===== config.mk =====
export PLATFORM = sky130hd
export DESIGN_NAME = hc_down_timer
export DESIGN_NICKNAME = d
export VERILOG_FILES = /design/src/rtl/hc_timer_pkg.sv /design/src/rtl/hc_down_cnt.sv /design/src/rtl/hc_down_timer.sv
export SDC_FILE = /design/constraint.sdc
export NUM_CORES = 1
export LEC_CHECK = 0
export CORE_MARGIN = 2
export CORE_UTILIZATION = 50
export CTS_CLUSTER_SIZE = 40
export DETAILED_ROUTE_END_ITERATION = 7
export PLACE_DENSITY_LB_ADDON = 0.05
export SLEW_MARGIN = 20
export SYNTH_ARGS = -nofsm -noshare
export SYNTH_HDL_FRONTEND = slang
export SYNTH_HIERARCHICAL = 1
export SYNTH_SLANG_ARGS = --single-unit

===== constraint.sdc =====
create_clock -name Clk -period 5 [get_ports Clk]
set_clock_uncertainty 0.1 [all_clocks]
set_input_delay 0.75 -clock Clk [delete_from_list [all_inputs] [get_ports Clk]]
set_output_delay 0.75 -clock Clk [all_outputs]
set_load 0.005 [all_outputs]

===== src/rtl/hc_timer_pkg.sv =====
// Shared definitions for the HC-series timer blocks.
package hc_timer_pkg;

   localparam int unsigned DEFAULT_WIDTH = 4;

   typedef enum logic {
      ST_IDLE = 1'b0,
      ST_RUN  = 1'b1
   } state_t;

endpackage


===== src/rtl/hc_down_cnt.sv =====
// Loadable down-counter core: parallel load, decrement that saturates at zero,
// and decoded one/zero flags for the controlling FSM.
module hc_down_cnt
   import hc_timer_pkg::*;
#(
   parameter int unsigned WIDTH = DEFAULT_WIDTH
) (
   input  logic             Clk,
   input  logic             MR,
   input  logic             ld,
   input  logic [WIDTH-1:0] ld_val,
   input  logic             dec,
   output logic [WIDTH-1:0] Q,
   output logic             is_one,
   output logic             is_zero
);

   // Count register: load has priority, decrement never wraps below zero.
   always_ff @(posedge Clk or posedge MR) begin
      if (MR) begin
         Q <= '0;
      end else if (ld) begin
         Q <= ld_val;
      end else if (dec && !is_zero) begin
         Q <= Q - WIDTH'(1);
      end
   end

   // Terminal-proximity decodes used by the timer FSM.
   always_comb begin
      is_zero = (Q == '0);
      is_one  = (Q == WIDTH'(1));
   end

endmodule


===== src/rtl/hc_down_timer.sv =====
// Presettable down-counter/timer with one-shot and auto-reload modes.
// TC flags the count reaching zero; Done marks the end of a one-shot run.
module hc_down_timer
   import hc_timer_pkg::*;
#(
   parameter int unsigned WIDTH = DEFAULT_WIDTH
) (
   input  logic             Clk,
   input  logic             MR,
   input  logic [WIDTH-1:0] D,
   input  logic             Load,
   input  logic             Start,
   input  logic             Stop,
   input  logic             CE,
   input  logic             AutoReload,
   output logic [WIDTH-1:0] Q,
   output logic             TC,
   output logic             Busy,
   output logic             Done
);

   state_t           state;
   state_t           state_next;
   logic [WIDTH-1:0] rld;
   logic             rld_load;
   logic             tc_next;
   logic             done_next;
   logic             cnt_ld;
   logic [WIDTH-1:0] cnt_val;
   logic             cnt_dec;
   logic             q_one;
   logic             q_zero;

   hc_down_cnt #(
      .WIDTH (WIDTH)
   ) u_cnt (
      .Clk     (Clk),
      .MR      (MR),
      .ld      (cnt_ld),
      .ld_val  (cnt_val),
      .dec     (cnt_dec),
      .Q       (Q),
      .is_one  (q_one),
      .is_zero (q_zero)
   );

   // State, reload value and the TC/Done pulse flops.
   always_ff @(posedge Clk or posedge MR) begin
      if (MR) begin
         state <= ST_IDLE;
         rld   <= '0;
         TC    <= 1'b0;
         Done  <= 1'b0;
      end else begin
         state <= state_next;
         if (rld_load) begin
            rld <= D;
         end
         TC   <= tc_next;
         Done <= done_next;
      end
   end

   // Busy is a decode of the state flop, so it is glitch-free and registered.
   always_comb begin
      Busy = (state == ST_RUN);
   end

   // Next-state and counter control; priority Load > Stop > Start > count.
   // A Start with Q==0 enters RUN only in auto-reload mode (a zero reload
   // value then yields a TC on every enabled cycle); in one-shot mode it
   // completes immediately with a Done pulse.
   // A zero count reached while running with a non-zero reload value always
   // reloads, so clearing AutoReload only stops the run at the next 1->0 step.
   always_comb begin
      state_next = state;
      tc_next    = 1'b0;
      done_next  = 1'b0;
      rld_load   = 1'b0;
      cnt_ld     = 1'b0;
      cnt_val    = D;
      cnt_dec    = 1'b0;
      if (Load) begin
         cnt_ld     = 1'b1;
         rld_load   = 1'b1;
         state_next = ST_IDLE;
      end else if (Stop) begin
         state_next = ST_IDLE;
      end else if (state == ST_IDLE) begin
         if (Start) begin
            if (!q_zero || AutoReload) begin
               state_next = ST_RUN;
            end else begin
               done_next = 1'b1;
            end
         end
      end else if (CE) begin
         if (q_one) begin
            cnt_dec = 1'b1;
            tc_next = 1'b1;
            if (!AutoReload) begin
               state_next = ST_IDLE;
               done_next  = 1'b1;
            end
         end else if (q_zero) begin
            if (rld == '0) begin
               tc_next = 1'b1;
               if (!AutoReload) begin
                  state_next = ST_IDLE;
                  done_next  = 1'b1;
               end
            end else begin
               cnt_ld  = 1'b1;
               cnt_val = rld;
            end
         end else begin
            cnt_dec = 1'b1;
         end
      end
   end

endmodule


==> flow_summary.json <==
{
  "worstRegToRegCells": 8,
  "drv_slew": 0,
  "synth_ff_type": "dfrtp_1",
  "cp.required_ns": 5.05,
  "drt_iter0_markers": 22,
  "synth_edf_count": 0,
  "layout.nets": 105,
  "status": "completed",
  "die_h_um": 41.2,
  "p_seq_share_pct": 49.3,
  "grtUsageTotal_pct": 20.9,
  "yosysTopAreaCellShare_pct": 39.7,
  "setup_violations": 0,
  "clkSlewWorstSetupHoldPaths_ns": 0.07,
  "io_buffer_count": 17,
  "synth_area_um2": 693,
  "hpwl_um": 1160,
  "drive_above_1_share_pct": 15.4,
  "clkLatencyLatePin_ns": 0.27,
  "area_delta_synth_final_pct": 30.3,
  "synth_cell_type_count": 34,
  "syn_inst": 71,
  "hold_path.class": "flop to flop",
  "crit_path_end_kind": "flop",
  "clock_path_buffers": 2,
  "async_reset_ff_share_pct": 100,
  "critical-path-max-stage-delay_ns": 0.57,
  "cp_slowest_cell": "clkdlybuf4s50_1",
  "cp_cell_sequence": "clkdlybuf4s50_1 -> nand4bb_1 -> nor2b_1 -> nor4b_2 -> nor3b_1 -> a221o_1",
  "cts.hold.buffers_added": 0,
  "grt_setup_unrepaired": "false",
  "post-route-drc-count": 0,
  "wire_per_inst_um": 14.0,
  "wl_um": 1490,
  "antenna_cells": 0,
  "ys_warn_count": 6,
  "place_inst": 102,
  "tns_ns": 0,
  "pwr_density_cell_nw_per_um2": 235,
  "ys_seq_area_share_pct": 39.7,
  "slew-limit-headroom_pct": 72.7,
  "p_leak_nw": 0.389,
  "cts_sinks": 11,
  "ant_nets": 0,
  "gp_congestion": 0.825,
  "r2r_setup_slack_ns": 2.34,
  "initial_utilization_pct": 53.3,
  "grt_pass1_wl_um": 2190,
  "avgViaCountPerCell": 5.88,
  "first_pass_iters": 4,
  "worstPathArrival_ns": 2.72,
  "synth_fp_nets": 84,
  "r2r_start": "u_cnt/Q[0]",
  "fp.dieW_um": 41.2,
  "cts_tree": "done",
  "ir_drop_mv": 0.167,
  "r2r-end": "u_cnt/Q[3]",
  "dr_total_vias": 623,
  "synth.area.top_cells": "dfrtp_1 40%, mux2_2 6.5%, inv_1 4.3%",
  "dieArea_um2": 1700,
  "holdPathEnd": "rld[2]",
  "utilization_pct": 69.4,
  "fp-row-count": 13,
  "grt_antenna_before_repair": 0,
  "min_from": "rld[2]",
  "yosysTopAreaCell": "dfrtp_1",
  "pwr-share-clk_pct": 29.2,
  "critPathLaunchType": "primary input",
  "stdcell_count": 106,
  "max_slew.worst_pin.slew_ns": 0.408,
  "cts-root-buf": "clkbuf_4",
  "cts_htree_levels": 1,
  "switchingPower_w": 0.0000583,
  "period_share_pct": 53.3,
  "syn_avg_cell_area_um2": 9.76,
  "swShare_pct": 27.5,
  "critical_path.max_fanout": 8,
  "ctsResizeCount": 0,
  "grt_max_degree": 9,
  "cts_inserted_buffers": 3,
  "cts_setup_buffers": 0,
  "combPwrFrac_pct": 21.5,
  "yosys_register_bits": 11,
  "max_cap_violations": 0,
  "hold_violations": 0,
  "io_pins": 18,
  "path_class": "primary input to flop",
  "fmax_ghz": 0.375,
  "fin_crit_ns": 2.67,
  "min_path_cells": 1,
  "grt_pass1_vias": 517,
  "design.core.area_um2": 1300,
  "grt-ovfl-total": 0,
  "power.internal_w": 0.000154
}
flip-flops by register name (all words and copies together) (netlist names):
| register | flops |
|---|---|
| rld | 4 |
| u_cnt/Q | 4 |
| Busy | 1 |
| Done | 1 |
| TC | 1 |
cell usage after synthesis, types with 2 or more instances:
cell and instances:
ha_1 2, inv_1 8, a22o_1 2, nand2b_1 2, nor3_1 2, dfrtp_1 11
nand3b_1 2, a21oi_1 3, o21ai_1 3, nand2_1 5, nor3b_1 2, mux2_2 4
nor2_1 4
cells in the final DEF, fill, tap and decap left out, types with 2 or more instances in the layout:
| cell | synthesis | final |
|---|---|---|
| a21oi_1 | 3 | 3 |
| mux2_2 | 4 | 4 |
| a22o_1 | 2 | 2 |
| nor2_1 | 4 | 4 |
| nand3b_1 | 2 | 2 |
| nor3b_1 | 2 | 2 |
| clkdlybuf4s50_1 | 0 | 17 |
| ha_1 | 2 | 2 |
| nand2b_1 | 2 | 2 |
| inv_1 | 8 | 8 |
| nand2_1 | 5 | 5 |
| dfrtp_1 | 11 | 11 |
| o21ai_1 | 3 | 3 |
| nor3_1 | 2 | 2 |
| clkbuf_4 | 0 | 3 |
cell families (layout without fill, tap and decap cells):
logic type	count (synthesis)	count (layout)	synth area share [%]
AOI/OAI and AO/OA	17	17	19.1
adders and majority gates	2	2	3.61
muxes	4	4	6.50
DFF	11	11	39.7
and+or+nand+nor	27	27	25.4
buffers and inverters	10	30	5.59
worst max-delay path by stage:
stage | endpoint | slack [ns] | start
6_report | u_cnt/Q[3] | 2.33 | Load
3_5_place_dp | u_cnt/Q[3] | 2.11 | Load
5_1_grt | u_cnt/Q[3] | 2.18 | Load
4_1_cts | u_cnt/Q[3] | 2.36 | u_cnt/Q[0]
3_3_place_gp | u_cnt/Q[3] | 2.20 | Load
2_1_floorplan | u_cnt/Q[3] | 2.56 | u_cnt/Q[0]
power by group through the flow:
stage                     clock [W]  combinational (W)  sequential, W
after global placement            0          0.0000451       0.000106
after CTS                 0.0000644          0.0000458       0.000104
final                     0.0000618          0.0000456       0.000104
after global routing      0.0000676          0.0000502       0.000105
after floorplan                   0          0.0000248       0.000104
after detailed placement          0          0.0000453       0.000106
worst max-delay path, delay by kind of cell:
| family | cells | cell delay [ns] |
|---|---|---|
| buffers and inverters | 1 | 0.57 |
| AND/OR/NAND/NOR | 4 | 1.12 |
| AO/OA/AOI/OAI | 1 | 0.27 |
metrics by stage:
stage / power [W] / hold slack (ns) / cell area [um^2] / worst slack (ns)
finish: 0.000212 / 0.480 / 903 / 2.33
global route: 0.000223 / 0.497 / 903 / 2.18
CTS: 0.000215 / 0.472 / 903 / 2.36
detailed placement: 0.000151 / 0.454 / 877 / 2.11
global placement: 0.000151 / 0.457 / 877 / 2.20
floorplan: 0.000129 / 0.416 / 693 / 2.56
final cells by class:
cell class	instances	area, um^2
clock buffers	4	26.3
repair buffers	17	170
multi-input cells	50	379
well taps	15	18.8
inverters	9	33.8
fillers	112	398
flip-flops and latches	11	275
layer usage:
layer | up-vias | share of wire [%] | GRT usage (%)
li1 | 301 | - | -
met1 | 284 | 45 | 26.9
met2 | 38 | 47 | 31.6
met3 | 0 | 8.5 | 4.89
met4 | 0 | 0 | 12.1
met5 | - | 0 | 0
(Power assumes the default switching activity.)
